===== src/rtl/wb_fir_bridge.sv =====
// Wishbone slave that maps a 256-byte window onto the FIR's AXI-Lite config port
// and its AXI-Stream in/out ports, one AXI transfer per Wishbone access.
module wb_fir_bridge #(
  parameter logic [31:0] BASE        = 32'h3000_0000,
  parameter int          pADDR_WIDTH = 32,
  parameter int          pDATA_WIDTH = 32
) (
  input  logic                   wb_clk_i,
  input  logic                   wb_rst_i,
  input  logic                   wbs_stb_i,
  input  logic                   wbs_cyc_i,
  input  logic                   wbs_we_i,
  input  logic [3:0]             wbs_sel_i,
  input  logic [31:0]            wbs_adr_i,
  input  logic [31:0]            wbs_dat_i,
  output logic                   wbs_ack_o,
  output logic [31:0]            wbs_dat_o,
  output logic                   awvalid,
  input  logic                   awready,
  output logic [pADDR_WIDTH-1:0] awaddr,
  output logic                   wvalid,
  input  logic                   wready,
  output logic [pDATA_WIDTH-1:0] wdata,
  output logic                   arvalid,
  input  logic                   arready,
  output logic [pADDR_WIDTH-1:0] araddr,
  output logic                   rready,
  input  logic                   rvalid,
  input  logic [pDATA_WIDTH-1:0] rdata,
  output logic                   ss_tvalid,
  output logic [pDATA_WIDTH-1:0] ss_tdata,
  output logic                   ss_tlast,
  input  logic                   ss_tready,
  output logic                   sm_tready,
  input  logic                   sm_tvalid,
  input  logic [pDATA_WIDTH-1:0] sm_tdata,
  input  logic                   sm_tlast
);

  typedef enum logic [2:0] {S_IDLE, S_AW, S_AR, S_R, S_SS, S_SM, S_ACK} state_t;

  state_t                 state, state_d;
  logic                   ack_d, awvalid_d, wvalid_d, arvalid_d, rready_d;
  logic                   ss_tvalid_d, ss_tlast_d, sm_tready_d;
  logic [31:0]            dat_d, len_r, len_d, x_cnt, x_cnt_d;
  logic [pADDR_WIDTH-1:0] awaddr_d, araddr_d;
  logic [pDATA_WIDTH-1:0] wdata_d, ss_tdata_d;

  // Byte selects and the FIR's own tlast carry no meaning for this bridge.
  logic in_unused;
  assign in_unused = ^{wbs_sel_i, sm_tlast};

  logic       req;
  logic [7:0] off;
  assign req = wbs_cyc_i & wbs_stb_i & (wbs_adr_i[31:8] == BASE[31:8]);
  assign off = wbs_adr_i[7:0];

  always_comb begin
    // NOTE: every target gets a default up front so no path leaves one unassigned
    // and infers a latch; registers hold, while ack and read data pulse to zero.
    state_d     = state;
    ack_d       = 1'b0;
    dat_d       = 32'd0;
    awvalid_d   = awvalid;
    wvalid_d    = wvalid;
    arvalid_d   = arvalid;
    rready_d    = rready;
    ss_tvalid_d = ss_tvalid;
    ss_tlast_d  = ss_tlast;
    sm_tready_d = sm_tready;
    awaddr_d    = awaddr;
    araddr_d    = araddr;
    wdata_d     = wdata;
    ss_tdata_d  = ss_tdata;
    len_d       = len_r;
    x_cnt_d     = x_cnt;

    case (state)
      S_IDLE: begin
        if (req && !wbs_ack_o) begin
          if (off < 8'h80) begin
            if (wbs_we_i) begin
              state_d   = S_AW;
              awvalid_d = 1'b1;
              wvalid_d  = 1'b1;
              awaddr_d  = pADDR_WIDTH'(off);
              wdata_d   = pDATA_WIDTH'(wbs_dat_i);
            end else begin
              state_d   = S_AR;
              arvalid_d = 1'b1;
              araddr_d  = pADDR_WIDTH'(off);
            end
          end else if (off == 8'h80 && wbs_we_i) begin
            state_d     = S_SS;
            ss_tvalid_d = 1'b1;
            ss_tdata_d  = pDATA_WIDTH'(wbs_dat_i);
            ss_tlast_d  = (len_r != 32'd0) && (x_cnt == len_r - 32'd1);
          end else if (off == 8'h84 && !wbs_we_i) begin
            state_d     = S_SM;
            sm_tready_d = 1'b1;
          end else begin
            // Status read answers immediately; anything else acks with zero.
            state_d = S_ACK;
            ack_d   = 1'b1;
            if (off == 8'h88 && !wbs_we_i) dat_d = {30'd0, sm_tvalid, ss_tready};
          end
        end
      end
      S_AW: begin
        awvalid_d = awvalid & ~awready;
        wvalid_d  = wvalid & ~wready;
        if (!awvalid_d && !wvalid_d) begin
          state_d = S_ACK;
          ack_d   = 1'b1;
          if (awaddr == pADDR_WIDTH'(8'h10)) begin
            len_d   = 32'(wdata);
            x_cnt_d = 32'd0;
          end
        end
      end
      S_AR: begin
        if (arready) begin
          arvalid_d = 1'b0;
          rready_d  = 1'b1;
          state_d   = S_R;
        end
      end
      S_R: begin
        if (rvalid) begin
          rready_d = 1'b0;
          dat_d    = 32'(rdata);
          ack_d    = 1'b1;
          state_d  = S_ACK;
        end
      end
      S_SS: begin
        if (ss_tready) begin
          ss_tvalid_d = 1'b0;
          ss_tlast_d  = 1'b0;
          x_cnt_d     = ss_tlast ? 32'd0 : x_cnt + 32'd1;
          ack_d       = 1'b1;
          state_d     = S_ACK;
        end
      end
      S_SM: begin
        if (sm_tvalid) begin
          sm_tready_d = 1'b0;
          dat_d       = 32'(sm_tdata);
          ack_d       = 1'b1;
          state_d     = S_ACK;
        end
      end
      S_ACK:   state_d = S_IDLE;
      default: state_d = S_IDLE;
    endcase
  end

  always_ff @(posedge wb_clk_i) begin
    // NOTE: non-blocking assignments so every register samples pre-edge values.
    if (wb_rst_i) begin
      state     <= S_IDLE;
      wbs_ack_o <= 1'b0;
      wbs_dat_o <= 32'd0;
      awvalid   <= 1'b0;
      wvalid    <= 1'b0;
      arvalid   <= 1'b0;
      rready    <= 1'b0;
      ss_tvalid <= 1'b0;
      ss_tlast  <= 1'b0;
      sm_tready <= 1'b0;
      awaddr    <= '0;
      araddr    <= '0;
      wdata     <= '0;
      ss_tdata  <= '0;
      len_r     <= 32'd0;
      x_cnt     <= 32'd0;
    end else begin
      state     <= state_d;
      wbs_ack_o <= ack_d;
      wbs_dat_o <= dat_d;
      awvalid   <= awvalid_d;
      wvalid    <= wvalid_d;
      arvalid   <= arvalid_d;
      rready    <= rready_d;
      ss_tvalid <= ss_tvalid_d;
      ss_tlast  <= ss_tlast_d;
      sm_tready <= sm_tready_d;
      awaddr    <= awaddr_d;
      araddr    <= araddr_d;
      wdata     <= wdata_d;
      ss_tdata  <= ss_tdata_d;
      len_r     <= len_d;
      x_cnt     <= x_cnt_d;
    end
  end

endmodule


===== config.mk =====
export PLATFORM = sky130hd
export DESIGN_NAME = wb_fir_bridge
export DESIGN_NICKNAME = d
export VERILOG_FILES = /design/src/rtl/wb_fir_bridge.sv
export SDC_FILE = /design/constraint.sdc
export NUM_CORES = 1
export LEC_CHECK = 0
export BUFFER_PORTS_ARGS = -buffer_cell sky130_fd_sc_hd__buf_4
export CAP_MARGIN = 20
export CORE_ASPECT_RATIO = 1.2
export CORE_MARGIN = 5
export CORE_UTILIZATION = 40
export DETAILED_ROUTE_END_ITERATION = 16
export PLACE_DENSITY = 0.67
export SLEW_MARGIN = 30
export SYNTH_ARGS = -nofsm -noshare
export SYNTH_HDL_FRONTEND = slang
export SYNTH_SLANG_ARGS = --single-unit

===== constraint.sdc =====
create_clock -name wb_clk_i -period 5.87 [get_ports wb_clk_i]
set_input_delay 0 -clock wb_clk_i [delete_from_list [all_inputs] [get_ports wb_clk_i]]
set_output_delay 0 -clock wb_clk_i [all_outputs]
set_load 0.02 [all_outputs]

# == Word-level counts from Yosys, hierarchy flattened ==
# Index checks and enable logic that the tools add are counted.
# word_totals
ff_bits,187
in_bits,144
out_inout_bits,168
word_cells,142
# op_classes
n_addsub,2
order_cmp,1
eq_ne,25
muxes,61
n_bitwise,8
n_reduce_logical,29
# ops
op,count
2-to-1 mux 32 bit,6
case mux 32 bit (3 select lines),1
case mux 32 bit (2 select lines),1
adder 32 x 1 -> 32 bit (second input constant),1
equality test 32 bit,1
nonzero test 32 bit,1
subtractor 32 x 1 -> 32 bit (second input constant),1
2-to-1 mux 1 bit,29
inequality test 2 bit (second input constant),14
equality test 24 x 22 -> 1 bit (second input constant),1
equality test 8 bit (second input constant),3
2-to-1 mux 3 bit,7
AND reduction 4 bit,5
case mux 3 bit (6 select lines),1
2-to-1 mux 2 bit,8
case mux 1 bit (2 select lines),7
AND reduction 6 bit,2
nonzero test 2 bit,6
AND reduction 5 bit,2
equality test 8 x 5 -> 1 bit (second input constant),1
< comparator 8 bit (second input constant),1
equality test 3 x 2 -> 1 bit (second input constant),2
equality test 3 bit (second input constant),2
logical AND 1 bit,6
other kinds (7),17

# == Depth between registers and ports, before layout ==
# Gate-level depths: netlist of the first run.
# depth
word_depth,8
mapped_depth,9
depth_no_buf,9

# == Worst setup path after synthesis of the first run ==
# No wires, ideal clock.
# synth_timing
path_kind,register -> register
startpoint,register len_r[0]
endpoint,register ss_tlast
arrival_ps,2344
required_ps,5744
path_slack_ps,3399
stages_incl_launch_ff,10
n_path_buf,0
period_less_slack_ps,2471
path_cell_list,dfxtp_1 inv_1 ha_1 nor3b_2 nand4_1 or4b_1 mux2i_1 a211o_1 o2111ai_1 o22ai_1
# synth_via
elab_chain_cells,7
elab_cells_between_ends,8
classes_between,add/sub: 1; eq/ne: 1; mux: 4; reduce/logical: 2
# synth_lines
element,line_no,text
"start, declared",45,"logic [31:0] dat_d, len_r, len_d, x_cnt, x_cnt_d;"
"start signal, assigned",192,len_r <= len_d;
subtractor 32 x 1 -> 32 bit,97,ss_tlast_d = (len_r != 32'd0) && (x_cnt == len_r - 32'd1);
equality test 32 bit,97,
logical AND 1 bit *,97,
2-to-1 mux 1 bit *,93,end else if (off == 8'h80 && wbs_we_i) begin
2-to-1 mux 1 bit *,81,if (off < 8'h80) begin
2-to-1 mux 1 bit *,80,if (req && !wbs_ack_o) begin
case mux 1 bit (2 select lines) *,78,case (state)
"end signal, assigned",186,ss_tlast <= ss_tlast_d;
"end, declared",32,"output logic ss_tlast,"
# Every way passes the cells marked *; elsewhere a longest branch is shown, timed or not. The select of a mux whose other input is x is not followed.
# A chain may end at the register's enable or synchronous reset.

# == Worst setup path in the final report of the first run ==
# layout_timing
startpoint,register state[0]
endpoint,register x_cnt[9]
# layout_via
elab_chain_cells,3
elab_cells_between_ends,8
classes_between,eq/ne: 5; mux: 1; reduce/logical: 2
# layout_lines
element,line_no,text
"start, declared",42,"state_t state, state_d;"
"start signal, assigned",178,state <= state_d;
equality test 3 x 1 -> 1 bit / equality test 3 bit (equally long branches),78,
inequality test 2 bit (no source line) / nonzero test 2 bit (equally long branches),-,
AND reduction 4 bit (no source line),-,
"end signal, assigned",193,x_cnt <= x_cnt_d;
"end, declared",45,
# Parallel ways exist; a longest one is shown, timed or not.

==> flow_summary.toml, run 1 <==
[power]
p_per_area_mw_per_mm2 = 223
leakagePower_nw = 4.98
ir_drop_uv = 199

[finish]
final_cell_count_no_fill = 1712
areaGrowthSynthToFinish_pct = 42.4
final_nets = 1572
drive_above_1_share_pct = 21.9
layout_common_cells = "buf_4 (265), dfxtp_1 (187), nand2_1 (186), nor2_1 (133), dlygate4sd3_1 (117)"
antenna_cells = 0
final_common_cell = "buf_4"

[detailed_routing]
antenna_left = 0
drt_iter0_markers = 565
wl_mm = 29.6
num_vias = 8985
route.detailed.wl_per_inst_um = 17.3
drc_errors = 0
drt_pass1_iterations = 7
via_per_inst = 5.25

[hold_path]
hold_path.class = "in2reg"

[timing]
fin_ws_ps = 2640
finalHoldViolations = 0
slew_headroom_pct = 35.2
period_share_pct = 55.0
rsz0062_at_grt = "no"
period_needed_ps = 3230
tightestPinTransition_ps = 972
tns_ps = 0
whs_ps = 184
finalSetupViolCount = 0
slew_viol_final = 0
skew_ps = 18.2
fmax_mhz = 310

[place]
dpl.hpwl_mm = 21.0
dp_slack_ps = 2670
globalplace.congestion = 0.866
portBuffers = 258
dp.cells = 1563

[clocking]
cts_buffers = 17
cts_sinks = 187
cts_tree = "done"
root_buffer = "clkbuf_16"
clock_latency_ps = 450
clkTransAtPathRegs_ps = 90
htreeDepth = 4
clock_path_buffers = 2

[yosys]
synth_top_area_cell = "dfxtp_1"
syn_avg_cell_area_sq_um = 8.13
synth_warnings = 0
synth_area_sq_mm = 0.00885
synthTopCellsByArea = "dfxtp_1 (42%), nand2_1 (7.9%), nor2_1 (5.7%)"
yosysSeqAreaShare_pct = 42.3
synth_top_area_share_pct = 42.3
synth_edf_count = 0
ys_types = 65
synth-main-ff-cell = "dfxtp_1"
synth-seq-cells = 187
synthCells = 1089
synth_async_sr_flop_share_pct = 0

[critical_path]
crit_family = "simple AND/OR/NAND/NOR gates"
ff2ff_setup_slack_ps = 2640
cpPeakStageDelay_ps = 710
cpMaxStageDelayCell = "dfxtp_1"
path_max_fanout = 19
worstPathCellList = "nand2b_1 > nor4_2 > a31oi_1 > nand4bb_1 > or4b_1 > a21oi_1"
critPathLaunchType = "flip-flop"
cp-end-kind = "flip-flop"
critPathKind = "reg2reg"
critPathArrivalTime_ps = 3600
required_ps = 6240
path_buf_inv = 0

[global_routing]
grt_pass1_wl_mm = 46.6
antenna_found_initial = 0
grt_pass1_vias = 8716
gr-total-overflow = 0
grt_start_max_net_pins = 101
grtUsageTotal_pct = 22.6

[die]
rows = 59
io-pin-count = 312
die_w_um = 146
dieArea_sq_mm = 0.0252
start_util_pct = 40.7
fp.dieH_um = 173
core_area_sq_mm = 0.0218

[job]
cap_violations = 0

[run_status]
status = "completed"
## where the power goes
group	total, mW	internal (mW)	switching [mW]
registers	1.29	1.27	0.0161
clock network	1.26	0.613	0.651
logic	0.260	0.125	0.135
## layout make-up
cell class / count / area, sq um
clock buffer: 17 / 425
clock inverter: 15 / 238
fill: 1884 / 9170
inverter: 8 / 30.0
multi-input combinational: 828 / 4660
sequential: 187 / 3740
tap: 274 / 343
timing repair buffer: 383 / 3170
## worst paths after layout
check,start,to,cells after the start
hold reg to reg,ss_tdata[22],ss_tdata[22],2
setup / recovery,state[0],x_cnt[9],6
setup reg to reg,state[0],x_cnt[9],6
hold / removal,wbs_adr_i[9],arvalid,8
## state kept, by name, indices dropped and copies added (netlist names), 3 cells and up
name and cells:
araddr 8, awaddr 8, len_r 32, ss_tdata 32, state 3, wbs_dat_o 32
wdata 32, x_cnt 32
## routing by layer
layer | part of all wire [%] | vias up | track usage, % | wire [um]
met1 | 40 | 4232 | 27.3 | 11900
met3 | 7.0 | 59 | 5.84 | 2090
li1 | - | 4359 | - | -
met2 | 49 | 335 | 38.3 | 14500
met5 | 0 | - | 0 | 0
met4 | 3.7 | 0 | 9.18 | 1090
## through the flow
step / area (sq um) / power [mW] / util (%)
6_report: 12600 / 2.81 / 57.9
5_1_grt: 12600 / 2.91 / 57.9
4_1_cts: 12600 / 2.84 / 57.9
3_5_place_dp: 10800 / 1.53 / 49.5
3_3_place_gp: 10800 / 1.53 / 49.5
2_1_floorplan: 9030 / 1.44 / -
## logic make-up (layout without fill, tap and decap cells)
group                      Yosys count  after routing  share of synthesized area (%)
AOI/OAI and AO/OA                  191            191                           13.4
xor gates and xnor gates            61             61                           6.03
adders and majority gates            3              3                          0.424
buffers and inverters              121            423                           7.28
DFF                                187            187                           42.3
muxes                               40             40                           4.52
other                                1             48                         0.0424
and+or+nand+nor                    485            485                           26.1
## worst register-to-register path, stage by stage, from the launching register on
cell       delay [ps]
dfxtp_1           710
nand2b_1          300
nor4_2            540
a31oi_1           410
nand4bb_1         470
or4b_1            580
a21oi_1           140
## Yosys cell counts, types with 6 or more instances
library cell,n
nor4b_1,6
xor2_1,25
nor2b_1,7
nor4_1,23
or3_1,11
nand3_1,20
inv_1,7
o21ai_0,11
a21oi_1,97
nor3_1,21
dfxtp_1,187
xnor2_1,36
and3_1,13
clkbuf_1,57
nand4_1,16
nand2_1,186
mux2i_1,40
a22oi_1,33
nor2_1,135
buf_4,49
## repair_timing
action,in CTS,in global routing
gates resized for setup,0,0
hold buffers,117,0
endpoints found under the hold margin,124,0
buffers inserted,0,0
Power figures use the tool's default switching activity.
==> run 2: changes to the inputs <==
Settings changed: PLACE_DENSITY 0.67 to 0.7.
Clock period 5.87 ns to 2.6 ns, I/O delays scaled along.
==> run 2 against run 1 <==
Final area is 2.4% higher. Total power is 130% higher. Count of clock-buffer cells in the layout stayed put. Wire length is 2.6% higher. Maximum frequency is 32% higher. Utilization is 1.4 points higher. Largest cell class unchanged.
==> flow_summary.toml, run 2 (synthesis gave the netlist of run 1 again) <==
[critical_path]
path_max_fanout = 33
critPathKind = "reg2reg"
cp-end-kind = "flip-flop"
rr_worst_depth = 8
worstPathCellList = "buf_6 > nand2_1 > nor3_2 > buf_12 > a22oi_1 > dlygate4sd3_1 > a21oi_1 > dlygate4sd3_1"
critPathMostFrequentCell = "dlygate4sd3_1"
critPathArrivalTime_ps = 2840
r2r-start = "state[0]"
endpoint = "wbs_dat_o[0]"
path_buf_inv = 4
ff2ff_setup_slack_ps = 150
crit_family = "buffers and inverters"
cpPeakStageDelay_ps = 570
crit_path_start = "state[0]"
r2r-end = "wbs_dat_o[0]"
cp.depth = 8
cpMaxStageDelayCell = "dlygate4sd3_1"
required_ps = 2990
critPathLaunchType = "flip-flop"

[place]
dpl.hpwl_mm = 21.8
placedInstanceArea_sq_mm = 0.0110
globalplace.congestion = 0.935
portBuffers = 258

[power]
leakagePower_nw = 5.14
power_mw = 6.36
p_per_area_mw_per_mm2 = 493
p_sw_share_pct = 26.4
p_int_mw = 4.68
p_sw_mw = 1.68
ir_drop_uv = 462
pwr-share-seq_pct = 45.4
power_frac_comb_pct = 10.1
clkPwrFrac_pct = 44.5

[timing]
finalHoldViolations = 0
finalSetupViolCount = 0
tightestPinTransition_ps = 783
slew_headroom_pct = 47.8
tns_ps = 0
slew_viol_final = 0
rsz0062_at_grt = "no"
period_share_pct = 94.2
skew_ps = 15.5
period_needed_ps = 2450
fmax_mhz = 408

[clocking]
cts_tree = "done"
clock_latency_ps = 450
cts_sinks = 187
post-cts-setup-buffer-count = 0
root_buffer = "clkbuf_16"
clock_path_buffers = 2
htreeDepth = 4
clkTransAtPathRegs_ps = 70
cts_buffers = 17

[die]
rows = 59
dieArea_sq_mm = 0.0252
die_w_um = 146
core_area_sq_mm = 0.0218
start_util_pct = 40.7
io-pin-count = 312
fp.dieH_um = 173

[finish]
final_common_cell = "buf_4"
multi_input_area_sq_mm = 0.00469
final_util_pct = 59.3
layout_common_cells = "buf_4 (292), dfxtp_1 (187), nand2_1 (186), nor2_1 (133), dlygate4sd3_1 (114)"
final_area_sq_mm = 0.0129
areaGrowthSynthToFinish_pct = 45.8
seqCellArea_sq_mm = 0.00374
drive_above_1_share_pct = 24.1
antenna_cells = 0
final_nets = 1602
fillCellCount = 1815

[global_routing]
grt_start_max_net_pins = 103
grt_pass1_vias = 9041
gr-total-overflow = 0
grt_pass1_wl_mm = 47.6
antenna_found_initial = 0
grtUsageTotal_pct = 23.2

[detailed_routing]
num_vias = 9202
antenna_left = 0
wl_mm = 30.4
route.detailed.wl_per_inst_um = 17.4
via_per_inst = 5.28
drt_pass1_iterations = 5
drt_iter0_markers = 747
drc_errors = 0

[hold_path]
whs_path_depth = 4
hold_path.class = "in2reg"

[job]
cap_violations = 0

[run_status]
status = "completed"
[run 2: cell count changes in the layout (fill, tap and decap cells not counted), moves of 3 or more]
cell / delta
dlygate4sd3_1: -3
inv_12: -6
buf_12: +3
buf_4: +27
[run 2: what timing repair did]
action,CTS,global route
endpoints found under the hold margin,118,0
hold buffers,114,0
setup endpoints to repair,0,3
gates resized for setup,0,14
[run 2: layout make-up]
cell class,count,area share [%]
Clock inverter,15,1.78
Tap cell,274,2.66
Clock buffer,17,3.30
Sequential cell,187,29.0
Timing Repair Buffer,413,26.7
Multi-Input combinational cell,828,36.4
Inverter,8,0.233
[run 2: worst register-to-register path: stages (launching register included)]
cell           delay (ps)
dfxtp_1               360
buf_6                 180
nand2_1                90
nor3_2                180
buf_12                220
a22oi_1               130
dlygate4sd3_1         570
a21oi_1               120
dlygate4sd3_1         550
[run 2: power by group through the flow]
| stage | registers, mW | logic [mW] | clock network, mW |
|---|---|---|---|
| floorplan | 2.96 | 0.302 | 0 |
| global placement | 2.95 | 0.518 | 0 |
| detailed placement | 2.95 | 0.522 | 0 |
| CTS | 2.89 | 0.626 | 2.87 |
| global route | 2.89 | 0.689 | 2.98 |
| finish | 2.89 | 0.640 | 2.83 |
[run 2: worst min path at each step]
stage	start	endpoint
2_1_floorplan	wbs_adr_i[0]	awaddr[0]
3_3_place_gp	rdata[24]	wbs_dat_o[24]
3_5_place_dp	rdata[24]	wbs_dat_o[24]
4_1_cts	arready	rready
5_1_grt	arready	rready
6_report	arready	rready
[run 2: stage by stage]
stage	hold WS (ps)	std cells	setup WS [ps]
global route	35.0	1742	7.40
finish	21.2	1742	150
detailed placement	241	1596	105
CTS	14.8	1742	60.8
global placement	235	1596	125
floorplan	140	1136	129
[run 2: routing by layer]
layer / up-vias / GRT usage [%] / wire length [um]
met4: 0 / 9.14 / 958
met5: - / 0 / 0
met2: 405 / 40.5 / 15100
met3: 62 / 6.18 / 2390
li1: 4420 / - / -
met1: 4315 / 26.9 / 11900
==> run 3: changes to the inputs <==
Settings changed: CORE_UTILIZATION 40 to 45, PLACE_DENSITY 0.7 to 0.77.
==> run 3 against run 2 <==
Flip-flop and latch count is the same. Die area decreased by 10%. Final area is 0.43% lower. Via count is 2.7% higher. Maximum frequency is 1.6% lower. Count of clock-buffer cells in the layout stayed put. Largest power group unchanged. Global-route usage rose by 4.1 points. Combinational power hardly changed. Cell count shrank 0.69%. Total power is 1.7% lower.
==> flow_summary.toml, run 3 (synthesis gave the netlist of run 1 again) <==
[run_status]
status = "completed"

[clocking]
htreeDepth = 4
clkTransAtPathRegs_ps = 80
root_buffer = "clkbuf_16"
cts_buffers = 17
cts_tree = "done"
cts_sinks = 187
clock_latency_ps = 450
clock_path_buffers = 2

[hold_path]
hold_path.class = "in2reg"
whs_path_depth = 4
hold_start = "wbs_we_i"

[critical_path]
cpPeakStageDelay_ps = 630
r2r-start = "len_r[1]"
critPathArrivalTime_ps = 2800
worstPathCellList = "inv_1 > ha_1 > nor3b_2 > nand4_1 > or4b_1 > mux2i_1 > a211o_1 > o2111ai_1 > o22ai_1"
path_max_fanout = 5
critPathLaunchType = "flip-flop"
critPathKind = "reg2reg"
crit_path_start = "len_r[1]"
cpMaxStageDelayCell = "or4b_1"
required_ps = 2910
rr_worst_depth = 9
cp-end-kind = "flip-flop"

[die]
dieArea_sq_mm = 0.0226
fp.dieH_um = 164
core_area_sq_mm = 0.0195
die_w_um = 138
rows = 56
start_util_pct = 45.5
io-pin-count = 312

[finish]
seqCellArea_sq_mm = 0.00374
drive_above_1_share_pct = 24.4
areaGrowthSynthToFinish_pct = 45.2
multi_input_area_sq_mm = 0.00469
final_nets = 1603
fillCellCount = 1554
layout_common_cells = "buf_4 (301), dfxtp_1 (187), nand2_1 (186), nor2_1 (133), dlygate4sd3_1 (108)"
antenna_cells = 0
final_common_cell = "buf_4"

[power]
leakagePower_nw = 5.16
p_per_area_mw_per_mm2 = 486
power_mw = 6.25
ir_drop_uv = 508

[detailed_routing]
route.detailed.wl_per_inst_um = 18.5
top_layer_used = "met5"
wl_met3_mm = 2.54
num_vias = 9448
drc_errors = 0
wl_met2_mm = 15.7
wl_met1_mm = 12.3
drt_pass1_iterations = 5
antenna_left = 0
drt_iter0_markers = 840
wl_mm = 32.0
via_per_inst = 5.46

[timing]
skew_ps = 16.4
period_share_pct = 95.7
slew_headroom_pct = 48.5
slew_viol_final = 0
finalHoldViolations = 0
finalSetupViolCount = 0
tightestPinTransition_ps = 773
fmax_mhz = 402
tns_ps = 0
period_needed_ps = 2490

[place]
globalplace.congestion = 0.938
portBuffers = 258
dpl.hpwl_mm = 22.1

[global_routing]
grtUsageTotal_pct = 27.3
grt_start_max_net_pins = 101
gr-total-overflow = 0
grt_pass1_vias = 9219
antenna_found_initial = 1
grt_pass1_wl_mm = 49.7

[job]
cap_violations = 0
[run 3: per-stage QoR]
step	setup slack (ps)	instance area, sq um	utilization [%]	hold WS, ps	std cells
after floorplan	129	9030	-	140	1136
after global placement	142	11100	57.0	237	1590
after detailed placement	109	11100	57.0	240	1590
after CTS	36.1	12800	65.8	8.90	1730
after global routing	-1.53	12900	66.0	37.3	1730
final	111	12900	66.0	22.4	1730
[run 3: timing repair]
action | in CTS | in global routing
endpoints found under the hold margin | 119 | 0
hold buffers | 108 | 0
gates resized for setup | 0 | 6
buffers inserted | 0 | 0
setup endpoints to repair | 0 | 4
[run 3: area by class of cell]
cell class,count,area share [%]
multi-input cells,828,36.5
clock inverters,15,1.61
inverters,8,0.234
well taps,261,2.54
flip-flops and latches,187,29.1
repair buffers,414,26.7
clock buffers,17,3.31
[run 3: critical path, delay by kind of cell, from the launching register on]
family                   cells  cell delay [ps]
adder cells (fa/ha/maj)      1              240
AND/OR/NAND/NOR              3             1040
flip-flops                   1              350
multiplexers                 1              150
buffers and inverters        1              100
AO/OA/AOI/OAI                3              500
[run 3: power breakdown]
part | leakage [nW] | internal, mW | switching (mW) | total, mW
clock network | 0.304 | 1.34 | 1.38 | 2.72
registers | 1.51 | 2.87 | 0.0144 | 2.89
logic | 3.35 | 0.301 | 0.340 | 0.641
total | 5.16 | 4.52 | 1.74 | 6.25
[run 3: metal layers]
metal	track usage, %	vias to the layer above
li1	-	4426
met1	32.4	4435
met2	46.7	483
met3	6.82	102
met4	12.2	2
met5	0	-
[run 3: path summary, 6_finish.rpt]
path / end / slack, ps
max: ss_tlast / 110
min: state[1] / 20
max reg2reg: ss_tlast / 110
min reg2reg: ss_tdata[24] / 460
